## config.mk

```make
export PLATFORM = sky130hd
export DESIGN_NAME = sat_gain_ctrl
export DESIGN_NICKNAME = d
export VERILOG_FILES = /design/src/rtl/sat_pkg.sv /design/src/rtl/key_debounce.sv /design/src/rtl/sat_gain_ctrl.sv
export SDC_FILE = /design/constraint.sdc
export NUM_CORES = 1
export LEC_CHECK = 0
export ABC_AREA = 1
export CELL_PAD_IN_SITES_DETAIL_PLACEMENT = 1
export CELL_PAD_IN_SITES_GLOBAL_PLACEMENT = 1
export CORE_UTILIZATION = 24
export CTS_CLUSTER_SIZE = 30
export DETAILED_ROUTE_END_ITERATION = 7
export DONT_BUFFER_PORTS = 1
export PLACE_DENSITY = 0.47
export SYNTH_ARGS = -nofsm -noshare
export SYNTH_HDL_FRONTEND = slang
export SYNTH_SLANG_ARGS = --single-unit
```

## constraint.sdc

```tcl
create_clock -name clk -period 22.8 [get_ports clk]
set_input_delay 4.56 -clock clk [delete_from_list [all_inputs] [get_ports clk]]
set_output_delay 4.56 -clock clk [all_outputs]
set_load 0.01 [all_outputs]
```

## src/rtl/sat_pkg.sv

```systemverilog
// Shared types and the index-to-gain mapping for the saturation gain controller.
package sat_pkg;

  localparam int IDX_W  = 8;
  localparam int GAIN_W = 16;

  typedef enum logic [1:0] {
    IDLE  = 2'd0,
    PEND  = 2'd1,
    APPLY = 2'd2
  } state_t;

  // Q4.12 gain for a tenth-step index, rounded to nearest: floor((i*4096 + 5) / 10).
  function automatic logic [GAIN_W-1:0] gain_of(input logic [IDX_W-1:0] idx);
    logic [31:0] num;
    num = ({{(32-IDX_W){1'b0}}, idx} << 12) + 32'd5;
    num = num / 32'd10;
    return num[GAIN_W-1:0];
  endfunction

endpackage

```

## src/rtl/key_debounce.sv

```systemverilog
// Raw push-button conditioner: 2-FF synchronizer, level debouncer, one-cycle press pulse.
module key_debounce #(
  parameter logic [19:0] DEBOUNCE_CYC = 20'd1_000_000
) (
  input  logic clk,
  input  logic rst_n,
  input  logic key,
  output logic press
);

  logic        sync1, sync2;
  logic        stable, stable_d;
  logic [19:0] cnt;

  // NOTE: sequential state uses non-blocking assignments so every register
  // samples the pre-edge value of its neighbours (the synchronizer relies on it).
  always_ff @(posedge clk or negedge rst_n) begin
    if (!rst_n) begin
      sync1    <= 1'b0;
      sync2    <= 1'b0;
      stable   <= 1'b0;
      stable_d <= 1'b0;
      cnt      <= '0;
      press    <= 1'b0;
    end else begin
      sync1    <= key;
      sync2    <= sync1;
      stable_d <= stable;
      press    <= stable & ~stable_d;
      if (sync2 != stable) begin
        if (cnt >= DEBOUNCE_CYC - 20'd1) begin
          stable <= sync2;
          cnt    <= '0;
        end else begin
          cnt <= cnt + 20'd1;
        end
      end else begin
        cnt <= '0;
      end
    end
  end

endmodule

```

## src/rtl/sat_gain_ctrl.sv

```systemverilog
// Frame-synchronous gain controller: debounced up/down keys retarget an index that is
// committed at frame start. Define SAT_GAIN_RAMP_EN to step one index per frame.
module sat_gain_ctrl
  import sat_pkg::*;
#(
  parameter logic [19:0]      DEBOUNCE_CYC = 20'd1_000_000,
  parameter logic [IDX_W-1:0] IDX_MAX      = 8'd50,
  parameter logic [IDX_W-1:0] IDX_RST      = 8'd10
) (
  input  logic              clk,
  input  logic              rst_n,
  input  logic              key_up,
  input  logic              key_dn,
  input  logic              frame_vsync,
  output logic [GAIN_W-1:0] gain_q12,
  output logic [IDX_W-1:0]  gain_idx,
  output logic              gain_upd,
  output logic              pending
);

  logic              up_p, dn_p;
  logic              up_ev, dn_ev, frame_start;
  logic              vsync_d;
  state_t            state_q, state_nx;
  logic [IDX_W-1:0]  tgt_q, tgt_nx;
  logic [IDX_W-1:0]  apply_q, apply_nx;
  logic [IDX_W-1:0]  idx_q, commit_idx;
  logic [GAIN_W-1:0] gain_q;
  logic              upd_q, pend_q;

  key_debounce #(.DEBOUNCE_CYC(DEBOUNCE_CYC)) u_deb_up (
    .clk   (clk),
    .rst_n (rst_n),
    .key   (key_up),
    .press (up_p)
  );

  key_debounce #(.DEBOUNCE_CYC(DEBOUNCE_CYC)) u_deb_dn (
    .clk   (clk),
    .rst_n (rst_n),
    .key   (key_dn),
    .press (dn_p)
  );

  assign frame_start = frame_vsync & ~vsync_d;
  assign up_ev       = up_p & ~dn_p;
  assign dn_ev       = dn_p & ~up_p;

  // apply_q holds the target captured at frame start, so a coincident press
  // only affects the following frame.
`ifdef SAT_GAIN_RAMP_EN
  always_comb begin
    commit_idx = idx_q;
    if (apply_q > idx_q)      commit_idx = idx_q + 8'd1;
    else if (apply_q < idx_q) commit_idx = idx_q - 8'd1;
  end
`else
  assign commit_idx = apply_q;
`endif

  // NOTE: every signal driven here gets a default first, so no path leaves
  // it unassigned and no latch is inferred.
  always_comb begin
    tgt_nx   = tgt_q;
    apply_nx = apply_q;
    state_nx = state_q;

    if (up_ev && tgt_q < IDX_MAX)      tgt_nx = tgt_q + 8'd1;
    else if (dn_ev && tgt_q != '0)     tgt_nx = tgt_q - 8'd1;

    case (state_q)
      IDLE: begin
        if (tgt_nx != idx_q) state_nx = PEND;
      end
      PEND: begin
        if (frame_start) begin
          state_nx = APPLY;
          apply_nx = tgt_q;
        end else if (tgt_nx == idx_q) begin
          state_nx = IDLE;
        end
      end
      APPLY: begin
        state_nx = (tgt_nx != commit_idx) ? PEND : IDLE;
      end
      default: state_nx = IDLE;
    endcase
  end

  always_ff @(posedge clk or negedge rst_n) begin
    if (!rst_n) begin
      state_q <= IDLE;
      tgt_q   <= IDX_RST;
      apply_q <= IDX_RST;
      idx_q   <= IDX_RST;
      gain_q  <= gain_of(IDX_RST);
      upd_q   <= 1'b0;
      pend_q  <= 1'b0;
      vsync_d <= 1'b0;
    end else begin
      state_q <= state_nx;
      tgt_q   <= tgt_nx;
      apply_q <= apply_nx;
      vsync_d <= frame_vsync;
      pend_q  <= (state_nx != IDLE);
      upd_q   <= (state_q == APPLY);
      if (state_q == APPLY) begin
        idx_q  <= commit_idx;
        gain_q <= gain_of(commit_idx);
      end
    end
  end

  assign gain_q12 = gain_q;
  assign gain_idx = idx_q;
  assign gain_upd = upd_q;
  assign pending  = pend_q;

endmodule
```

==> results.cfg <==
[timing]
relSlewSlack_pct = 28.7
rsz0062_at_grt = no
setup_viol = 0
skew_ns = 0.0125
period_needed_ns = 10.59
timing.fmax_ghz = 0.0945
slew_viol_final = 0
finalCritPeriodShare_pct = 46.4
worst_pin_slew_ns = 1.07
setup_tns_ns = 0
hold_violations = 0

[critical_path]
critPathMaxFanout = 13
crit_type = flip-flop to flip-flop
r2r_slack_ns = 12.21
rr_worst_depth = 72
cp_data_required_time_ns = 23.05
start_kind = flip-flop
crit_arrival_ns = 10.84
cp-end-kind = flip-flop
r2r-end = gain_q12[0]$_DFFE_PN0P_
cpPeakStageDelay_ns = 0.46
crit_slowest_cell = dfrtp_1
worstReg2RegStart = apply_q[6]$_DFFE_PN0P_

[cells_and_area]
area_delta_synth_final_pct = 9.89
nNetsFinal = 1013
instances_no_fill = 1377
diodes = 0
fill_cells = 3601
drive_above_1_share_pct = 14.3

[clocking]
post_cts_resized = 0
cts_buffer_depth = 2
cts_tree = done
cts_hold_buf = 0
cts-htree-levels = 3
insertion_delay_ns = 0.36
cts.sinks = 95
cts_root_buf = clkbuf_16
cts_buffers = 9
postCtsSetupRepairBufs = 0
clk_pin_slew_ns = 0.07

[grt]
grt_overflow = 0
grt_pass1_wl_microns = 33400
grt_max_degree = 96
groute.usage.overall_pct = 13.6
antenna_found_initial = 0
grt_pass1_vias = 6482

[die]
fp.dieH_microns = 174
start_util_pct = 24.5
fp.dieW_microns = 174
core_region_area_sq_um = 28900
dieArea_sq_um = 30200
num_io_pins = 31
rows = 62

[placement]
routabilityCongestion = 0.754
portBuffers = 0
hpwlAfterDp_microns = 15100
dp.cells = 1362

[route]
antenna_left = 0
viasPerCell = 4.51
wl_microns = 19500
drt_iter0_markers = 284
drtPass1Iterations = 4
via_count = 6207
drc = 0
wl_per_cell_microns = 14.1

[job]
drv_cap = 0

[logic_synthesis]
ys_seq_area_share_pct = 33.7
synth_edf_count = 0
syn_inst = 991
synth_largest_area_cell = dfrtp_1
synth_fp_nets = 1015
syn_area_per_cell_sq_um = 7.14
synth.cell_area_sq_um = 7070
synth_top_area_share_pct = 31.1
ys_types = 50
yosys_warnings = 0
synthFlopType = dfrtp_1
synth_area_leaders = dfrtp_1 31%, nand2_1 13%, nand3_1 7.4%
async_flop_share_pct = 100
synth-seq-cells = 95

[hold_path]
worst_hold_path.endpoint = u_deb_up.sync2$_DFF_PN0_
whs_path_depth = 0
worstHoldStart = u_deb_up.sync1$_DFF_PN0_
hold_class = flip-flop to flip-flop

[run_status]
status = complete, no violations
## area by class of cell
| cell class | count | area, sq um | area share (%) |
|---|---|---|---|
| clock buffers | 9 | 225 | 2.90 |
| clock inverters | 6 | 52.6 | 0.676 |
| inverters | 141 | 533 | 6.86 |
| multi-input cells | 741 | 4090 | 52.6 |
| flip-flops and latches | 95 | 2390 | 30.7 |
| well taps | 384 | 480 | 6.18 |
| repair buffers | 1 | 7.51 | 0.0966 |
## placed cells by master (no fill, tap or decap), drive strengths merged
master / synthesis / routed
nand2: 288 / 288
inv: 140 / 144
nand3: 120 / 120
nor2: 106 / 106
dfrtp: 88 / 88
o21ai: 49 / 49
a21oi: 26 / 26
nand4: 24 / 24
nor3: 20 / 20
xor2: 20 / 20
ha: 19 / 19
nor3b: 10 / 10
clkbuf: 10 / 9
xnor2: 8 / 8
a31oi: 8 / 8
nor4: 7 / 7
or2: 7 / 7
dfstp: 7 / 7
o211ai: 5 / 5
nand3b: 4 / 4
o21bai: 4 / 4
a2111oi: 3 / 3
o21a: 3 / 3
clkinv: 1 / 2
o31ai: 2 / 2
a21boi: 1 / 1
o32ai: 1 / 1
o22ai: 1 / 1
a2111o: 1 / 1
a221oi: 1 / 1
o2111ai: 1 / 1
o2111a: 1 / 1
a211oi: 1 / 1
clkinvlp: 0 / 1
buf: 4 / 1
## routing by layer
layer / track usage (%) / vias up / part of all wire [%]
met4: 3.03 / 0 / 1.2
met3: 2.24 / 16 / 2.2
li1: - / 3225 / -
met2: 22.6 / 45 / 47
met5: 0 / - / 0
met1: 18.3 / 2921 / 50
## worst max-delay path, delay by kind of cell (launching register included)
family	cells	cell delay [ns]
fa+ha+maj	11	2.67
simple gates	45	5.53
buf+inv	15	1.59
flops	1	0.46
compound gates	1	0.20
## logic make-up after synthesis
| logic type | count (synthesis) | share of synthesized area [%] |
|---|---|---|
| and+or+nand+nor | 586 | 41.4 |
| buffers and inverters | 155 | 8.51 |
| AOI/OAI and AO/OA | 108 | 9.50 |
| DFF | 95 | 33.7 |
| xor gates and xnor gates | 28 | 3.47 |
| adders and majority gates | 19 | 3.36 |
## cells in the mapped netlist (7+ instances only)
cell type,instances
a21oi_1,26
dfrtp_1,88
nor3_1,20
nand4_1,20
nand3_1,104
ha_1,19
nand2_4,12
a31oi_1,8
xor2_1,20
clkbuf_1,10
o21ai_0,40
inv_1,122
or2_2,7
nand3_2,13
nor3b_1,10
nand2_2,39
nand2_1,237
xnor2_1,8
nor4_1,7
nor2_1,93
dfstp_2,7
nor2_4,10
inv_2,17
## sequential cells by signal, summed over array words and instances (netlist names)
register	flops
state_q	2
u_deb_up.stable	1
apply_q	8
gain_upd	1
gain_q12	16
u_deb_dn.sync2	1
tgt_q	8
u_deb_dn.stable_d	1
pending	1
u_deb_dn.stable	1
u_deb_up.cnt	20
u_deb_up.stable_d	1
gain_idx	8
u_deb_dn.cnt	20
vsync_d	1
u_deb_dn.press	1
u_deb_up.press	1
u_deb_up.sync2	1
u_deb_up.sync1	1
u_deb_dn.sync1	1
## how the worst max path moves through the flow
stage / depth (start not counted) / to / slack, ns / start
2_1_floorplan: 76 / gain_q12[0]$_DFFE_PN0P_ / 13.60 / apply_q[6]$_DFFE_PN0P_
3_3_place_gp: 72 / gain_q12[0]$_DFFE_PN0P_ / 12.47 / apply_q[6]$_DFFE_PN0P_
3_5_place_dp: 74 / gain_q12[0]$_DFFE_PN0P_ / 12.20 / apply_q[6]$_DFFE_PN0P_
4_1_cts: 72 / gain_q12[0]$_DFFE_PN0P_ / 12.14 / apply_q[6]$_DFFE_PN0P_
5_1_grt: 74 / gain_q12[0]$_DFFE_PN0P_ / 11.03 / apply_q[6]$_DFFE_PN0P_
6_report: 72 / gain_q12[0]$_DFFE_PN0P_ / 12.21 / apply_q[6]$_DFFE_PN0P_
## per-stage QoR
step	hold WS [ns]	utilization [%]	area, sq um	setup WS, ns
detailed placement	0.337	26.0	7490	12.20
global placement	0.332	26.0	7490	12.47
finish	0.352	26.9	7770	12.21
CTS	0.355	26.9	7770	12.14
global route	0.374	26.9	7770	11.03
floorplan	0.331	-	7070	13.60
Power is left out: the tool's default activity adds up to more than one toggle a clock period on the data nets, which glitch-free logic cannot reach.
